===== src/rtl/csa_tree_16to2.sv =====
// 16-operand carry-save reduction tree with registered outputs.
// The sum and carry words and the final carry-propagate sum are all registered together.
module csa_tree_16to2 (
  input  logic        clk,
  input  logic        clear,
  input  logic        in_valid,
  input  logic [63:0] augends [15:0],
  input  logic        cin,
  output logic [63:0] reduced1,
  output logic [63:0] reduced2,
  output logic [63:0] sum,
  output logic        out_valid
);

  logic [63:0] l0 [16];
  logic [63:0] l1 [11];
  logic [63:0] l2 [8];
  logic [63:0] l3 [6];
  logic [63:0] l4 [4];
  logic [63:0] l5 [3];
  logic [63:0] l6 [2];
  logic [63:0] cpa;

  function automatic logic [63:0] fa_s(
    input logic [63:0] a,
    input logic [63:0] b,
    input logic [63:0] c
  );
    return a ^ b ^ c;
  endfunction

  // Majority carry, shifted left one place; bit 64 falls off.
  function automatic logic [63:0] fa_c(
    input logic [63:0] a,
    input logic [63:0] b,
    input logic [63:0] c
  );
    logic [63:0] m;
    m = (a & b) | (a & c) | (b & c);
    return {m[62:0], 1'b0};
  endfunction

  // 64-bit adder from 4-bit lookahead groups; carry-out dropped.
  function automatic logic [63:0] cla64(
    input logic [63:0] a,
    input logic [63:0] b,
    input logic        ci
  );
    logic [63:0] g;
    logic [63:0] p;
    logic [63:0] c;
    logic [3:0]  gg;
    logic [3:0]  pp;
    logic        gc;
    g  = a & b;
    p  = a ^ b;
    c  = '0;
    gc = ci;
    for (int j = 0; j < 16; j++) begin
      gg = g[4*j +: 4];
      pp = p[4*j +: 4];
      c[4*j]   = gc;
      c[4*j+1] = gg[0] | (pp[0] & gc);
      c[4*j+2] = gg[1] | (pp[1] & gg[0])
               | (pp[1] & pp[0] & gc);
      c[4*j+3] = gg[2] | (pp[2] & gg[1])
               | (pp[2] & pp[1] & gg[0])
               | (pp[2] & pp[1] & pp[0] & gc);
      gc = gg[3] | (pp[3] & gg[2])
         | (pp[3] & pp[2] & gg[1])
         | (pp[3] & pp[2] & pp[1] & gg[0])
         | (pp[3] & pp[2] & pp[1] & pp[0] & gc);
    end
    return p ^ c;
  endfunction

  // Six 3:2 levels: 16->11->8->6->4->3->2, leftovers pass through.
  always_comb begin
    for (int i = 0; i < 16; i++) l0[i] = augends[i];
    for (int i = 0; i < 5; i++) begin
      l1[2*i]   = fa_s(l0[3*i], l0[3*i+1], l0[3*i+2]);
      l1[2*i+1] = fa_c(l0[3*i], l0[3*i+1], l0[3*i+2]);
    end
    l1[10] = l0[15];
    for (int i = 0; i < 3; i++) begin
      l2[2*i]   = fa_s(l1[3*i], l1[3*i+1], l1[3*i+2]);
      l2[2*i+1] = fa_c(l1[3*i], l1[3*i+1], l1[3*i+2]);
    end
    l2[6] = l1[9];
    l2[7] = l1[10];
    for (int i = 0; i < 2; i++) begin
      l3[2*i]   = fa_s(l2[3*i], l2[3*i+1], l2[3*i+2]);
      l3[2*i+1] = fa_c(l2[3*i], l2[3*i+1], l2[3*i+2]);
    end
    l3[4] = l2[6];
    l3[5] = l2[7];
    for (int i = 0; i < 2; i++) begin
      l4[2*i]   = fa_s(l3[3*i], l3[3*i+1], l3[3*i+2]);
      l4[2*i+1] = fa_c(l3[3*i], l3[3*i+1], l3[3*i+2]);
    end
    l5[0] = fa_s(l4[0], l4[1], l4[2]);
    l5[1] = fa_c(l4[0], l4[1], l4[2]);
    l5[2] = l4[3];
    l6[0] = fa_s(l5[0], l5[1], l5[2]);
    l6[1] = fa_c(l5[0], l5[1], l5[2]);
    cpa   = cla64(l6[0], l6[1], cin);
  end

  // Output registers: clear wins, data hold when no valid input.
  always_ff @(posedge clk) begin
    if (clear) begin
      reduced1  <= '0;
      reduced2  <= '0;
      sum       <= '0;
      out_valid <= 1'b0;
    end else begin
      out_valid <= in_valid;
      if (in_valid) begin
        reduced1 <= l6[0];
        reduced2 <= l6[1];
        sum      <= cpa;
      end
    end
  end

endmodule


===== config.mk =====
export PLATFORM = sky130hd
export DESIGN_NAME = csa_tree_16to2
export DESIGN_NICKNAME = d
export VERILOG_FILES = /design/src/rtl/csa_tree_16to2.sv
export SDC_FILE = /design/constraint.sdc
export NUM_CORES = 2
export LEC_CHECK = 0
export CAP_MARGIN = 20
export CELL_PAD_IN_SITES_DETAIL_PLACEMENT = 1
export CELL_PAD_IN_SITES_GLOBAL_PLACEMENT = 1
export CORE_AREA = 5 5 467 469
export CTS_CLUSTER_SIZE = 10
export DETAILED_ROUTE_END_ITERATION = 8
export DIE_AREA = 0 0 472 474
export HOLD_SLACK_MARGIN = 0.08
export PLACE_DENSITY = 0.46
export SYNTH_ARGS = -nofsm -noshare
export SYNTH_HDL_FRONTEND = slang
export SYNTH_SLANG_ARGS = --single-unit
export TNS_END_PERCENT = 10

===== constraint.sdc =====
create_clock -name clk -period 6.8 [get_ports clk]
set_input_delay 1.36 -clock clk [delete_from_list [all_inputs] [get_ports clk]]
set_output_delay 1.36 -clock clk [all_outputs]
set_load 0.01 [all_outputs]

==> results.md <==
- complete, but fails checks — run status
- negative setup slack — failing checks
- sky130_fd_sc_hd__dfxtp_1 — most instantiated flip-flop cell in the synthesis netlist
- 7240 ps — required time at the endpoint of the critical path
- 0 — Ys Warns
- 1.11 — final worst-path cycle share
- 235000 um — first-pass GRT wire length
- 3030 — Post-Syn Instances
- 520 ps — Clk Latency, worst-skew pair
- 48600 sq um — Post-DP Area
- 0.107 — share of layout cells above drive strength 1
- input port — Setup crit start kind
- 117 — largest net degree at the start of global routing
- 7264 — number of cells in the design after placement
- 191 — number of register bits inferred by synthesis
- 224000 sq um — Die Footprint
- 10.3 sq um — mean instance size in the synthesized netlist
- 0.123 — sequential fraction of the synthesis area
- 0.858 — weighted congestion at the end of routability-driven global placement
- 17 — number of buffers created by CTS
- 30400 — vias in the first global route
- 0 — post-route DRC violation count
- 878 ps — transition time at the pin with the least slew margin
- 2 — FF-to-FF path depth
- 169000 um — total detailed-routing wirelength
- 3.44 — detailed-route vias per instance
- 0.133 GHz — maximum operating frequency
- yes — clock tree from TritonCTS
- 0 — remaining number of nets flagged by the antenna check after routing
- 170 — Row Count
- 23.0 um — Routed wire per std cell
- 474 um — Die Y
- 25200 — via count of the routed design
- -716 ps — setup slack of the critical path after layout
- 0 — Post-synth EDFFs
- 191 — Sink Count
- 7340 — filler-free cell count of the finished design
- 31200 sq um — combined area of all synthesized cells
- 0 — Max-cap violations
- true — unrepaired setup endpoints after global routing
- flop — endpoint type of the worst setup path
- 214000 sq um — core area
- 0 — GRT Residual Overflow
- 24700 — number of filler cells placed in the layout
- 658 — initial detailed-routing violation count
- 472 um — horizontal die dimension
- 4 — htree depth
- sky130_fd_sc_hd__clkbuf_16 — cell at the root of the clock tree
- 1221 — io pins
- 0 — Final Hold Fails
- 1218 — number of buffer cells added on primary ports
- 65 — antenna violations before repair
- 0.151 — aggregate global-route resource usage
- 7520 ps — min cycle time layout
- 6452 — NumNets Final
- 50400 sq um — Finished Cell Area
- 0.146 — starting utilization of the core area
- flop to flop — Hold Path Class
- 157000 um — dpl hpwl
- 80 ps — clock transition at the registers of the reported paths
- 2 — Cells on Worst Hold Path
- -2030 ps — worst slack, placed
- input port to flop — Worst Path Class, Setup
- 0.236 — final design utilization
- 2 — clock tree buffer depth
- 0 — number of max-slew violations in the final report
- 7960 ps — arrival time of data at the critical path endpoint
- 57 — post-synth cell types
- 61.6% — Syn-to-layout area delta
- 0 — async set-or-reset flop fraction in the synthesized netlist
- 0.415 — remaining max-slew budget at the tightest pin
- 4 — count of TritonRoute iterations in the first routing pass
- 0 ps — worst setup skew after layout
- 47 — Setup violations, final
- 4 — maximum fanout along the worst path
[cell usage after synthesis (12+ instances only)]
master | number | area share
sky130_fd_sc_hd__ha_1 | 70 | 0.028
sky130_fd_sc_hd__inv_1 | 1154 | 0.14
sky130_fd_sc_hd__a211oi_1 | 88 | 0.021
sky130_fd_sc_hd__dfxtp_1 | 191 | 0.12
sky130_fd_sc_hd__a21oi_1 | 51 | 0.0082
sky130_fd_sc_hd__nand2_1 | 35 | 0.0042
sky130_fd_sc_hd__mux2i_1 | 71 | 0.023
sky130_fd_sc_hd__clkbuf_1 | 43 | 0.0052
sky130_fd_sc_hd__xor2_1 | 26 | 0.0073
sky130_fd_sc_hd__xnor2_1 | 33 | 0.0093
sky130_fd_sc_hd__fa_1 | 885 | 0.57
sky130_fd_sc_hd__nor2_1 | 198 | 0.024
sky130_fd_sc_hd__o21ai_0 | 25 | 0.0040
sky130_fd_sc_hd__o21a_1 | 12 | 0.0029
sky130_fd_sc_hd__a21o_1 | 17 | 0.0041
[kinds of logic (layout without fill, tap and decap cells)]
group                    Yosys count  in the layout  share of synthesized area
buffers and inverters           1211           2662                      0.146
multiplexers                      71             71                     0.0228
adder cells (fa/ha/maj)          955            955                      0.597
other                              1             22                   0.000120
AND/OR/NAND/NOR                  305            305                     0.0426
AO/OA/AOI/OAI                    237            237                     0.0526
flip-flops                       191            191                      0.123
XOR/XNOR                          59             59                     0.0166
[area by class of cell]
| cell class | instances | area (sq um) | area share |
|---|---|---|---|
| multi-input combinational | 1629 | 23700 | 0.470 |
| timing repair buffer | 1474 | 14300 | 0.285 |
| inverter | 1156 | 4340 | 0.0862 |
| sequential | 191 | 3820 | 0.0759 |
| tap | 2838 | 3550 | 0.0705 |
| clock buffer | 18 | 439 | 0.00872 |
| clock inverter | 14 | 166 | 0.00330 |
| antenna | 20 | 50.0 | 0.000993 |
[registers in the layout, summed over array words and instances, names as in the netlist]
signal     count
reduced1      64
reduced2      62
out_valid      1
sum           64
[metal layers]
layer,global-route usage,vias to the layer above,routed length [um]
met2,0.275,837,87500
met3,0.0522,117,13600
met5,0,-,354
met4,0.0262,54,2380
met1,0.171,12800,64800
li1,-,11400,-
[stage by stage]
stage | hold slack [ps] | TNS [ps]
6_report | 451 | -19630
5_1_grt | 472 | -29410
4_1_cts | 457 | -21260
3_5_place_dp | 444 | -74130
3_3_place_gp | 440 | -72160
2_1_floorplan | 478 | -3920
[cells in the final DEF (no fill, tap or decap), types with 11 or more instances in the layout]
| cell type | n |
|---|---|
| sky130_fd_sc_hd__a211oi_1 | 82 |
| sky130_fd_sc_hd__a21o_1 | 16 |
| sky130_fd_sc_hd__a21oi_1 | 39 |
| sky130_fd_sc_hd__buf_4 | 244 |
| sky130_fd_sc_hd__clkbuf_16 | 17 |
| sky130_fd_sc_hd__clkdlybuf4s50_1 | 1114 |
| sky130_fd_sc_hd__dfxtp_1 | 191 |
| sky130_fd_sc_hd__diode_2 | 20 |
| sky130_fd_sc_hd__dlygate4sd2_1 | 39 |
| sky130_fd_sc_hd__dlymetal6s2s_1 | 63 |
| sky130_fd_sc_hd__fa_1 | 848 |
| sky130_fd_sc_hd__fa_2 | 37 |
| sky130_fd_sc_hd__ha_1 | 43 |
| sky130_fd_sc_hd__ha_4 | 26 |
| sky130_fd_sc_hd__inv_1 | 1101 |
| sky130_fd_sc_hd__inv_2 | 53 |
| sky130_fd_sc_hd__mux2i_1 | 71 |
| sky130_fd_sc_hd__nand2_1 | 30 |
| sky130_fd_sc_hd__nor2_1 | 196 |
| sky130_fd_sc_hd__o21a_1 | 11 |
| sky130_fd_sc_hd__o21ai_0 | 12 |
| sky130_fd_sc_hd__xnor2_1 | 31 |
| sky130_fd_sc_hd__xor2_1 | 22 |
[critical path: stages]
cell	delay [ps]
sky130_fd_sc_hd__clkdlybuf4s50_1	430
sky130_fd_sc_hd__fa_1	570
sky130_fd_sc_hd__inv_2	60
sky130_fd_sc_hd__fa_2	560
sky130_fd_sc_hd__inv_2	50
sky130_fd_sc_hd__fa_1	500
sky130_fd_sc_hd__inv_1	60
sky130_fd_sc_hd__fa_2	460
sky130_fd_sc_hd__fa_2	590
sky130_fd_sc_hd__inv_2	50
sky130_fd_sc_hd__fa_2	580
sky130_fd_sc_hd__ha_4	220
sky130_fd_sc_hd__and4_1	210
sky130_fd_sc_hd__buf_4	140
sky130_fd_sc_hd__a221oi_4	340
sky130_fd_sc_hd__buf_6	160
sky130_fd_sc_hd__a21oi_4	50
sky130_fd_sc_hd__buf_12	140
sky130_fd_sc_hd__nor3_4	210
sky130_fd_sc_hd__o21ai_2	100
sky130_fd_sc_hd__a211o_1	330
sky130_fd_sc_hd__a21oi_2	140
sky130_fd_sc_hd__fa_2	440
sky130_fd_sc_hd__a211oi_1	210
[path summary, 6_finish.rpt]
path,startpoint,endpoint,slack [ps]
max,augends[846],sum[48],-720
min,sum[31],sum[31],450
max reg2reg,reduced1[36],reduced1[36],5960
min reg2reg,sum[31],sum[31],450
[repair_timing]
action	CTS	global route
setup endpoints to repair	52	54
pin swaps	81	96
resized for setup	142	168
setup buffers	16	11
hold buffers	0	0
gates cloned	0	0
Power is not shown: default switching activity piles up to over one toggle a cycle in this logic, so the estimate is an artifact.
